File: config.mk
export PLATFORM = sky130hd
export DESIGN_NAME = qbus_dl11
export DESIGN_NICKNAME = d
export VERILOG_FILES = /design/src/rtl/qbus_dl11_pkg.sv /design/src/rtl/dl11_tx.sv /design/src/rtl/qbus_dl11.sv
export SDC_FILE = /design/constraint.sdc
export NUM_CORES = 1
export LEC_CHECK = 0
export CAP_MARGIN = 20
export CORE_MARGIN = 10
export CORE_UTILIZATION = 50
export CTS_CLUSTER_DIAMETER = 200
export CTS_CLUSTER_SIZE = 40
export DETAILED_ROUTE_END_ITERATION = 8
export GPL_TIMING_DRIVEN = 0
export PLACE_DENSITY = 0.74
export SLEW_MARGIN = 15
export SYNTH_ARGS = -nofsm -noshare
export SYNTH_HDL_FRONTEND = slang
export SYNTH_SLANG_ARGS = --single-unit
File: constraint.sdc
create_clock -name pin_clk -period 3.7 [get_ports pin_clk]
set_clock_uncertainty 0.05 [all_clocks]
set_input_delay 0.74 -clock pin_clk [delete_from_list [all_inputs] [get_ports pin_clk]]
set_output_delay 0.74 -clock pin_clk [all_outputs]
set_load 0.1 [all_outputs]
File: src/rtl/qbus_dl11_pkg.sv
// qbus_dl11_pkg -- shared constants for the DL11 console terminal responder.
// Holds register offsets (addr[2:1]), CSR bit positions and the tx state enum.
package qbus_dl11_pkg;

  // Register select, taken from addr[2:1]
  localparam logic [1:0] RCSR_OFS = 2'd0;
  localparam logic [1:0] RBUF_OFS = 2'd1;
  localparam logic [1:0] XCSR_OFS = 2'd2;
  localparam logic [1:0] XBUF_OFS = 2'd3;

  // CSR bit positions
  localparam int DONE_BIT   = 7;   // RCSR DONE, XCSR RDY
  localparam int IE_BIT     = 6;   // RIE / XIE
  localparam int MAINT_BIT  = 2;   // XCSR loopback
  localparam int OVR_LO_BIT = 14;
  localparam int OVR_HI_BIT = 15;

  typedef enum logic [1:0] {TX_IDLE, TX_START, TX_DATA, TX_STOP} tx_state_e;

endpackage

File: src/rtl/dl11_tx.sv
// dl11_tx -- baud divider plus 8N1 serializer.
// Ports: clk_i/rst_ni (async low), load_i + data_i start a frame from IDLE,
// busy_o high outside IDLE, done_o pulses on the cycle STOP expires,
// txd_o serial line (idle high). Every state lasts BAUD_DIV clocks.
module dl11_tx
  import qbus_dl11_pkg::*;
#(
  parameter logic [15:0] BAUD_DIV = 16'd434
) (
  input  logic       clk_i,
  input  logic       rst_ni,
  input  logic       load_i,
  input  logic [7:0] data_i,
  output logic       busy_o,
  output logic       done_o,
  output logic       txd_o
);

  tx_state_e   state_q;
  logic [15:0] cnt_q;
  logic [7:0]  shift_q;
  logic [2:0]  bit_q;
  logic        txd_q;
  logic        tick;

  assign tick   = (cnt_q == BAUD_DIV - 16'd1);
  assign busy_o = (state_q != TX_IDLE);
  assign done_o = (state_q == TX_STOP) && tick;
  assign txd_o  = txd_q;

  always_ff @(posedge clk_i or negedge rst_ni) begin
    if (!rst_ni) begin
      state_q <= TX_IDLE;
      cnt_q   <= '0;
      shift_q <= '0;
      bit_q   <= '0;
      txd_q   <= 1'b1;
    end else begin
      case (state_q)
        TX_IDLE: if (load_i) begin
          state_q <= TX_START;
          cnt_q   <= '0;
          shift_q <= data_i;
          txd_q   <= 1'b0;
        end
        TX_START: if (tick) begin
          state_q <= TX_DATA;
          cnt_q   <= '0;
          bit_q   <= '0;
          txd_q   <= shift_q[0];
          shift_q <= {1'b0, shift_q[7:1]};
        end else cnt_q <= cnt_q + 16'd1;
        TX_DATA: if (tick) begin
          cnt_q <= '0;
          if (bit_q == 3'd7) begin
            state_q <= TX_STOP;
            txd_q   <= 1'b1;
          end else begin
            bit_q   <= bit_q + 3'd1;
            txd_q   <= shift_q[0];
            shift_q <= {1'b0, shift_q[7:1]};
          end
        end else cnt_q <= cnt_q + 16'd1;
        TX_STOP: if (tick) begin
          state_q <= TX_IDLE;
          cnt_q   <= '0;
        end else cnt_q <= cnt_q + 16'd1;
        default: state_q <= TX_IDLE;
      endcase
    end
  end

endmodule

File: src/rtl/qbus_dl11.sv
// qbus_dl11 -- DL11 console terminal as a QBUS target (RCSR/RBUF/XCSR/XBUF at BASE).
// Ports: pin_clk, pin_init_n (async low); pin_ad_n inverted AD in; ad_out_n/ad_oe
// read data/vector to external drivers; QBUS strobes pin_sync_n, pin_din_n,
// pin_dout_n, pin_wtbt_n, pin_bs_n, pin_iako_n; pin_rply_n, pin_virq_n out;
// rx_data/rx_stb parallel receive; txd serial transmit.
// Optional: define QBUS_DL11_MAINT_EN for the XCSR MAINT loopback bit.
module qbus_dl11
  import qbus_dl11_pkg::*;
#(
  parameter logic [12:0] BASE     = 13'o17560,
  parameter logic [15:0] RX_VEC   = 16'o000060,
  parameter logic [15:0] TX_VEC   = 16'o000064,
  parameter logic [15:0] BAUD_DIV = 16'd434,
  parameter int          RPLY_DLY = 2
) (
  input  logic        pin_clk,
  input  logic        pin_init_n,
  input  logic [15:0] pin_ad_n,
  output logic [15:0] ad_out_n,
  output logic        ad_oe,
  input  logic        pin_sync_n,
  input  logic        pin_din_n,
  input  logic        pin_dout_n,
  input  logic        pin_wtbt_n,
  input  logic        pin_bs_n,
  input  logic        pin_iako_n,
  output logic        pin_rply_n,
  output logic        pin_virq_n,
  input  logic [7:0]  rx_data,
  input  logic        rx_stb,
  output logic        txd
);

  localparam int S_SYNC = 5, S_DIN = 4, S_DOUT = 3, S_WTBT = 2, S_BS = 1, S_IAKO = 0;

  // Two-flop synchronizers (reset to inactive-high) plus a previous copy of
  // the three edge-detected strobes.
  logic [5:0] meta_q, strb_q;
  logic [2:0] prev_q;
  always_ff @(posedge pin_clk or negedge pin_init_n) begin
    if (!pin_init_n) begin
      meta_q <= '1;
      strb_q <= '1;
      prev_q <= '1;
    end else begin
      meta_q <= {pin_sync_n, pin_din_n, pin_dout_n, pin_wtbt_n, pin_bs_n, pin_iako_n};
      strb_q <= meta_q;
      prev_q <= strb_q[5:3];
    end
  end

  logic sync_fall, sync_rise, din_fall, din_rise, dout_fall, dout_rise;
  assign sync_fall = prev_q[2] & ~strb_q[S_SYNC];
  assign sync_rise = ~prev_q[2] & strb_q[S_SYNC];
  assign din_fall  = prev_q[1] & ~strb_q[S_DIN];
  assign din_rise  = ~prev_q[1] & strb_q[S_DIN];
  assign dout_fall = prev_q[0] & ~strb_q[S_DOUT];
  assign dout_rise = ~prev_q[0] & strb_q[S_DOUT];

  logic unused_hi;
  assign unused_hi = ^pin_ad_n[15:13];

  // Address phase: only the register/byte select survives; the page match
  // is folded into sel_q at latch time.
  logic [2:0] addr_q;
  logic       sel_q;
  always_ff @(posedge pin_clk or negedge pin_init_n) begin
    if (!pin_init_n) begin
      addr_q <= '0;
      sel_q  <= 1'b0;
    end else if (sync_fall) begin
      addr_q <= ~pin_ad_n[2:0];
      sel_q  <= ~strb_q[S_BS] && (~pin_ad_n[12:3] == BASE[12:3]);
    end else if (sync_rise) begin
      sel_q  <= 1'b0;
    end
  end

  // CSR state
  logic       rie_q, xie_q, done_q, ovr_q, rdy_q;
  logic [7:0] rbuf_q;
  logic       rx_req_q, tx_req_q, rx_prev_q, tx_prev_q;
`ifdef QBUS_DL11_MAINT_EN
  logic       maint_q;
  logic [7:0] xbuf_q;
`endif

  logic [7:0]  wdata;
  logic [15:0] rdata, vec;
  logic        din_go, iak_go, dout_go, wr_en, rd_rbuf;
  logic        tx_load, tx_busy, tx_done, tx_txd;
  logic        rx_load, rx_iak, tx_iak, rx_cond, tx_cond;
  logic [7:0]  rx_byte;

  assign wdata   = ~pin_ad_n[7:0];
  assign din_go  = din_fall & ~strb_q[S_SYNC] & sel_q;
  assign iak_go  = din_fall & strb_q[S_SYNC] & ~strb_q[S_IAKO] & (rx_req_q | tx_req_q);
  assign dout_go = dout_fall & ~strb_q[S_SYNC] & sel_q;
  // A byte write to the odd byte touches no writable bit.
  assign wr_en   = dout_go & ~(~strb_q[S_WTBT] & addr_q[0]);
  assign rd_rbuf = din_go & (addr_q[2:1] == RBUF_OFS);
  assign tx_load = wr_en & (addr_q[2:1] == XBUF_OFS) & rdy_q & ~tx_busy;
  assign rx_iak  = iak_go & rx_req_q;
  assign tx_iak  = iak_go & ~rx_req_q;
  assign vec     = rx_req_q ? RX_VEC : TX_VEC;
  assign rx_cond = done_q & rie_q;
  assign tx_cond = rdy_q & xie_q;

`ifdef QBUS_DL11_MAINT_EN
  // Loopback delivers the sent byte as if it had arrived on rx_stb.
  assign rx_load = rx_stb | (tx_done & maint_q);
  assign rx_byte = rx_stb ? rx_data : xbuf_q;
  assign txd     = maint_q ? 1'b1 : tx_txd;
`else
  assign rx_load = rx_stb;
  assign rx_byte = rx_data;
  assign txd     = tx_txd;
`endif

  always_comb begin
    rdata = '0;
    case (addr_q[2:1])
      RCSR_OFS: begin
        rdata[DONE_BIT] = done_q;
        rdata[IE_BIT]   = rie_q;
      end
      RBUF_OFS: begin
        rdata[OVR_HI_BIT] = ovr_q;
        rdata[OVR_LO_BIT] = ovr_q;
        rdata[7:0]        = rbuf_q;
      end
      XCSR_OFS: begin
        rdata[DONE_BIT] = rdy_q;
        rdata[IE_BIT]   = xie_q;
`ifdef QBUS_DL11_MAINT_EN
        rdata[MAINT_BIT] = maint_q;
`endif
      end
      default: rdata = '0;
    endcase
  end

  always_ff @(posedge pin_clk or negedge pin_init_n) begin
    if (!pin_init_n) begin
      rie_q  <= 1'b0;
      xie_q  <= 1'b0;
      done_q <= 1'b0;
      ovr_q  <= 1'b0;
      rdy_q  <= 1'b1;
      rbuf_q <= '0;
`ifdef QBUS_DL11_MAINT_EN
      maint_q <= 1'b0;
      xbuf_q  <= '0;
`endif
    end else begin
      // A byte landing on the same cycle as an RBUF read wins, OVR cleared.
      if (rx_load) begin
        rbuf_q <= rx_byte;
        done_q <= 1'b1;
        ovr_q  <= done_q & ~rd_rbuf;
      end else if (rd_rbuf) begin
        done_q <= 1'b0;
        ovr_q  <= 1'b0;
      end
      if (wr_en && addr_q[2:1] == RCSR_OFS) rie_q <= wdata[IE_BIT];
      if (wr_en && addr_q[2:1] == XCSR_OFS) begin
        xie_q <= wdata[IE_BIT];
`ifdef QBUS_DL11_MAINT_EN
        maint_q <= wdata[MAINT_BIT];
`endif
      end
      if (tx_load) begin
        rdy_q <= 1'b0;
`ifdef QBUS_DL11_MAINT_EN
        xbuf_q <= wdata;
`endif
      end else if (tx_done) begin
        rdy_q <= 1'b1;
      end
    end
  end

  // Interrupt requests fire on the rising edge of each enable&flag condition.
  always_ff @(posedge pin_clk or negedge pin_init_n) begin
    if (!pin_init_n) begin
      rx_prev_q <= 1'b0;
      tx_prev_q <= 1'b0;
      rx_req_q  <= 1'b0;
      tx_req_q  <= 1'b0;
    end else begin
      rx_prev_q <= rx_cond;
      tx_prev_q <= tx_cond;
      if (rx_cond & ~rx_prev_q)   rx_req_q <= 1'b1;
      else if (~rx_cond | rx_iak) rx_req_q <= 1'b0;
      if (tx_cond & ~tx_prev_q)   tx_req_q <= 1'b1;
      else if (~tx_cond | tx_iak) tx_req_q <= 1'b0;
    end
  end
  assign pin_virq_n = ~(rx_req_q | tx_req_q);

  // Bus reply: data drives at once, RPLY follows RPLY_DLY cycles later.
  logic [15:0] ad_out_q;
  logic        oe_q, rply_q;
  logic [2:0]  dly_q;
  always_ff @(posedge pin_clk or negedge pin_init_n) begin
    if (!pin_init_n) begin
      ad_out_q <= '1;
      oe_q     <= 1'b0;
      rply_q   <= 1'b0;
      dly_q    <= '0;
    end else begin
      if (din_go | iak_go) begin
        ad_out_q <= iak_go ? ~vec : ~rdata;
        oe_q     <= 1'b1;
      end
      if (din_go | iak_go | dout_go) begin
        if (RPLY_DLY == 0) rply_q <= 1'b1;
        else               dly_q  <= 3'(RPLY_DLY);
      end else if (dly_q != 3'd0) begin
        dly_q <= dly_q - 3'd1;
        if (dly_q == 3'd1) rply_q <= 1'b1;
      end
      if (din_rise | dout_rise) begin
        ad_out_q <= '1;
        oe_q     <= 1'b0;
        rply_q   <= 1'b0;
        dly_q    <= '0;
      end
    end
  end
  assign ad_out_n   = ad_out_q;
  assign ad_oe      = oe_q;
  assign pin_rply_n = ~rply_q;

  dl11_tx #(.BAUD_DIV(BAUD_DIV)) u_tx (
    .clk_i  (pin_clk),
    .rst_ni (pin_init_n),
    .load_i (tx_load),
    .data_i (wdata),
    .busy_o (tx_busy),
    .done_o (tx_done),
    .txd_o  (tx_txd)
  );

endmodule

==> summary.md <==
| Metric | Value |
|---|---|
| Fraction of synthesis flops using an asynchronous set or reset pin | `1.00` |
| Sort of element at the end of the critical path | `output port` |
| Slew Limit Fails | `0` |
| Required time reported for the critical path endpoint | `2.91 ns` |
| Starting Density | `0.506` |
| DR DRC count | `0` |
| Number of buffer cells added on primary ports | `42` |
| N_diodes | `0` |
| Worst Tran Pin Value | `0.991 ns` |
| Commonest cells after routing, fill and taps aside | `sky130_fd_sc_hd__dfrtp_1 (54), sky130_fd_sc_hd__clkdlybuf4s50_1 (41), sky130_fd_sc_hd__o21ai_0 (34)` |
| Detailed-route via count | `2741` |
| Overall power | `1.86 mW` |
| Number of nets in the layout | `between 400 and 500` |
| Family of cells with the greatest summed delay on the critical path | `buffers and inverters` |
| Syn Area/Cell | `around 11 um^2` |
| Post-route cell area | `4650 um^2` |
| Cts hold-fix bufs | `0` |
| Row cnt | `32` |
| Fin crit share | `0.786` |
| Maximum number of pins on one net before global-route repair | `43` |
| Root Buffer | `sky130_fd_sc_hd__clkbuf_8` |
| Data arrival time of the critical path | `2.12 ns` |
| Area of the die | `11700 um^2` |
| Number of max-cap violations | `0` |
| Worst hold path type | `in -> async` |
| RSZ-0062 raised after global routing | `no` |
| FMAX | `344 MHz` |
| Count of buffers added by post-CTS timing repair for setup | `0` |
| Clock tree from TritonCTS | `done` |
| Insertion delay of the later-clocked pin in the worst-skew pair | `0.35 ns` |
| Crit path cell chain | `buf_4, clkdlybuf4s50_1` |
| Aggregate negative setup slack | `0 ns` |
| Global-route wire length before repair | `13000 um` |
| Capture point of the worst reg-to-reg path | `u_tx.shift_q[2]` |
| P per Cell Area | `400 nW/um^2` |
| Placed Instances | `490` |
| Synth Cell Area | `3870 um^2` |
| Kind of launch point of the worst setup path | `flip-flop` |
| Final setup violating endpoints | `0` |
| WL/cell | `15.2 um` |
| Outcome | `finished clean` |
| Count of warnings emitted by yosys | `0` |
| Library cells used by synthesis | `56` |
| Count of final hold-check violations | `0` |
| I/O pins | `53` |
| First-pass DRT Iterations | `4` |
| Critical-path cell with the highest stage delay | `sky130_fd_sc_hd__clkdlybuf4s50_1` |
| Sequential fraction of the synthesis area | `0.525` |
| Worst IR drop on VDD | `0.224 mV` |
| CTS buffer count | `9` |
| Average vias per placed instance | `5.42` |
| Aggregate routed wire length | `approximately 7700 um` |
| Buffering stage count on the worst path with inverters included | `2` |
| Adder and majority gate portion of the synthesized area | `0.0452` |
| Height of the die | `108 um` |
| 1st-iter DRT viols | `83` |
| Overall global routing resource usage | `0.136` |
| Setup WS pre-CTS | `1.17 ns` |
| Cell depth of the worst setup path | `2` |
| Clk sink count | `80` |
| Multiplexer share of the synthesized area | `0.0837` |
| Share of post-route cells with drive strength above 1 | `0.218` |
| Area share of and/or/nand/nor cells after synthesis | `0.150` |
| Clk pin slew, worst setup/hold paths | `roughly 0.1 ns` |
| Highest net fanout along the worst path | `3` |
| Synth Area in Compound Gates | `0.152` |
| Antenna violations before repair | `0` |
| CTS HTree Levels | `3` |
| Post-cts repair resize count | `0` |
| Area after detailed placement | `roughly 4500 um^2` |
| Die width | `approximately 110 um` |
| Number of nets with antenna violations after routing | `0` |
| Core area | `7650 um^2` |
| Xor and xnor area share after synthesis | `0.00226` |
| Peak per-stage delay on the critical path | `between 1 and 1.5 ns` |
| Final Worst Setup Slack | `a little under 0.8 ns` |
| Most frequently used flop master after synthesis | `sky130_fd_sc_hd__dfrtp_1` |
| Setup Crit Path Kind | `reg -> out` |
| Count of state elements after synthesis | `80` |
| Dominant combinational cell family by area after synthesis | `compound AO/OA/AOI/OAI gates` |
| Bufs on Longest Clock Path | `2` |
| Reg2reg path depth | `6` |
| Layout Cells excl Fill | `506` |
| Via count of the first global-routing pass | `2767` |
| Synth-to-layout area growth | `20.1%` |
| Time the final worst path needs with I/O delays and setup | `2.91 ns` |
| Setup slack on the worst flop-to-flop path | `1.64 ns` |
| Routability Congestion | `0.802` |
| Leakage dissipation | `1.97 nW` |
| Most common library cell in the layout ignoring fill and taps | `sky130_fd_sc_hd__dfrtp_1` |
| Startpoint of the most critical setup path | `ad_out_n[14]` |
| Post-detailed-placement half-perimeter wirelength | `5740 um` |
| Overflow left after global routing | `0` |
| Number of cells produced by synthesis | `340` |
| Endpoint of the most critical setup path | `ad_out_n[15]` |
| Max-slew headroom | `0.337` |
| Count of flip-flops with a built-in enable after synthesis | `0` |
| Launch point of the worst reg-to-reg path | `u_tx.state_q[0]` |
logic make-up after synthesis:
kind of cell,count (synthesis)
AO/OA/AOI/OAI,89
XOR/XNOR,1
adder cells (fa/ha/maj),14
buffers and inverters,33
flip-flops,80
multiplexers,27
other,1
AND/OR/NAND/NOR,95
registers in the layout, summed over array words and instances (netlist names), 2 cells and up:
| register | cells |
|---|---|
| dly_q | 3 |
| u_tx.state_q | 2 |
| u_tx.shift_q | 8 |
| u_tx.bit_q | 3 |
| prev_q | 3 |
| addr_q | 3 |
| rbuf_q | 8 |
| u_tx.cnt_q | 16 |
| meta_q | 6 |
| ad_out_n | 9 |
| strb_q | 6 |
per-stage QoR:
| step | util | hold WS, ns |
|---|---|---|
| final | 0.608 | 0.294 |
| after global routing | 0.608 | 0.311 |
| after CTS | 0.608 | 0.306 |
| after detailed placement | 0.583 | 0.297 |
| after global placement | 0.580 | 0.295 |
| after floorplan | - | 0.295 |
synthesized netlist by cell type, types with 4 or more instances:
cell	count	area (um^2)
sky130_fd_sc_hd__dfrtp_1	54	1350
sky130_fd_sc_hd__o21ai_0	34	170
sky130_fd_sc_hd__dfstp_2	26	683
sky130_fd_sc_hd__nand2_1	24	90.1
sky130_fd_sc_hd__nor2_1	22	82.6
sky130_fd_sc_hd__inv_1	16	60.1
sky130_fd_sc_hd__a21oi_1	15	75.1
sky130_fd_sc_hd__ha_1	14	175
sky130_fd_sc_hd__mux2_2	11	124
sky130_fd_sc_hd__nand3_1	11	55.1
sky130_fd_sc_hd__o31ai_1	9	67.6
sky130_fd_sc_hd__mux2_4	8	120
sky130_fd_sc_hd__mux2i_1	8	80.1
sky130_fd_sc_hd__buf_4	7	52.6
sky130_fd_sc_hd__a21o_1	6	45.0
sky130_fd_sc_hd__nor3_1	6	30.0
sky130_fd_sc_hd__buf_2	5	25.0
sky130_fd_sc_hd__clkbuf_1	5	18.8
sky130_fd_sc_hd__nor4_1	4	25.0
area by class of cell:
cell class	count	area [um^2]
Tap cell	102	128
Sequential cell	80	2030
Multi-Input combinational cell	232	1700
Clock inverter	6	57.6
Clock buffer	10	138
Buffer	17	96.3
Timing Repair Buffer	43	438
Fill cell	619	3000
Inverter	16	60.1
how the worst min path moves through the flow:
stage / depth (start not counted) / end / startpoint / slack (ns)
6_report: 1 / u_tx.cnt_q[13] / pin_init_n / 0.29
5_1_grt: 0 / strb_q[2] / meta_q[2] / 0.31
4_1_cts: 1 / u_tx.cnt_q[13] / pin_init_n / 0.31
3_5_place_dp: 0 / strb_q[2] / meta_q[2] / 0.30
3_3_place_gp: 0 / strb_q[3] / meta_q[3] / 0.30
2_1_floorplan: 0 / strb_q[0] / meta_q[0] / 0.30
worst reg2reg max path: stages (launching register included):
cell	delay (ns)
sky130_fd_sc_hd__dfrtp_1	0.43
sky130_fd_sc_hd__inv_1	0.11
sky130_fd_sc_hd__ha_1	0.28
sky130_fd_sc_hd__clkbuf_1	0.28
sky130_fd_sc_hd__clkbuf_1	0.35
sky130_fd_sc_hd__o21ai_0	0.16
sky130_fd_sc_hd__mux2_4	0.28
metal layers:
| layer | track usage | part of all wire | vias to the layer above |
|---|---|---|---|
| met4 | 0.0344 | 0.0092 | 0 |
| met3 | 0.0428 | 0.048 | 7 |
| met2 | 0.224 | 0.48 | 51 |
| met5 | 0 | 0 | - |
| li1 | - | - | 1335 |
| met1 | 0.169 | 0.46 | 1348 |
report_power, final:
part	switching [mW]	internal (mW)	leakage (nW)	total, mW
Clock	0.348	0.280	0.102	0.628
Sequential	0.0211	0.923	0.933	0.944
Combinational	0.177	0.113	0.933	0.289
No activity file was read; power rests on OpenSTA's default activity.
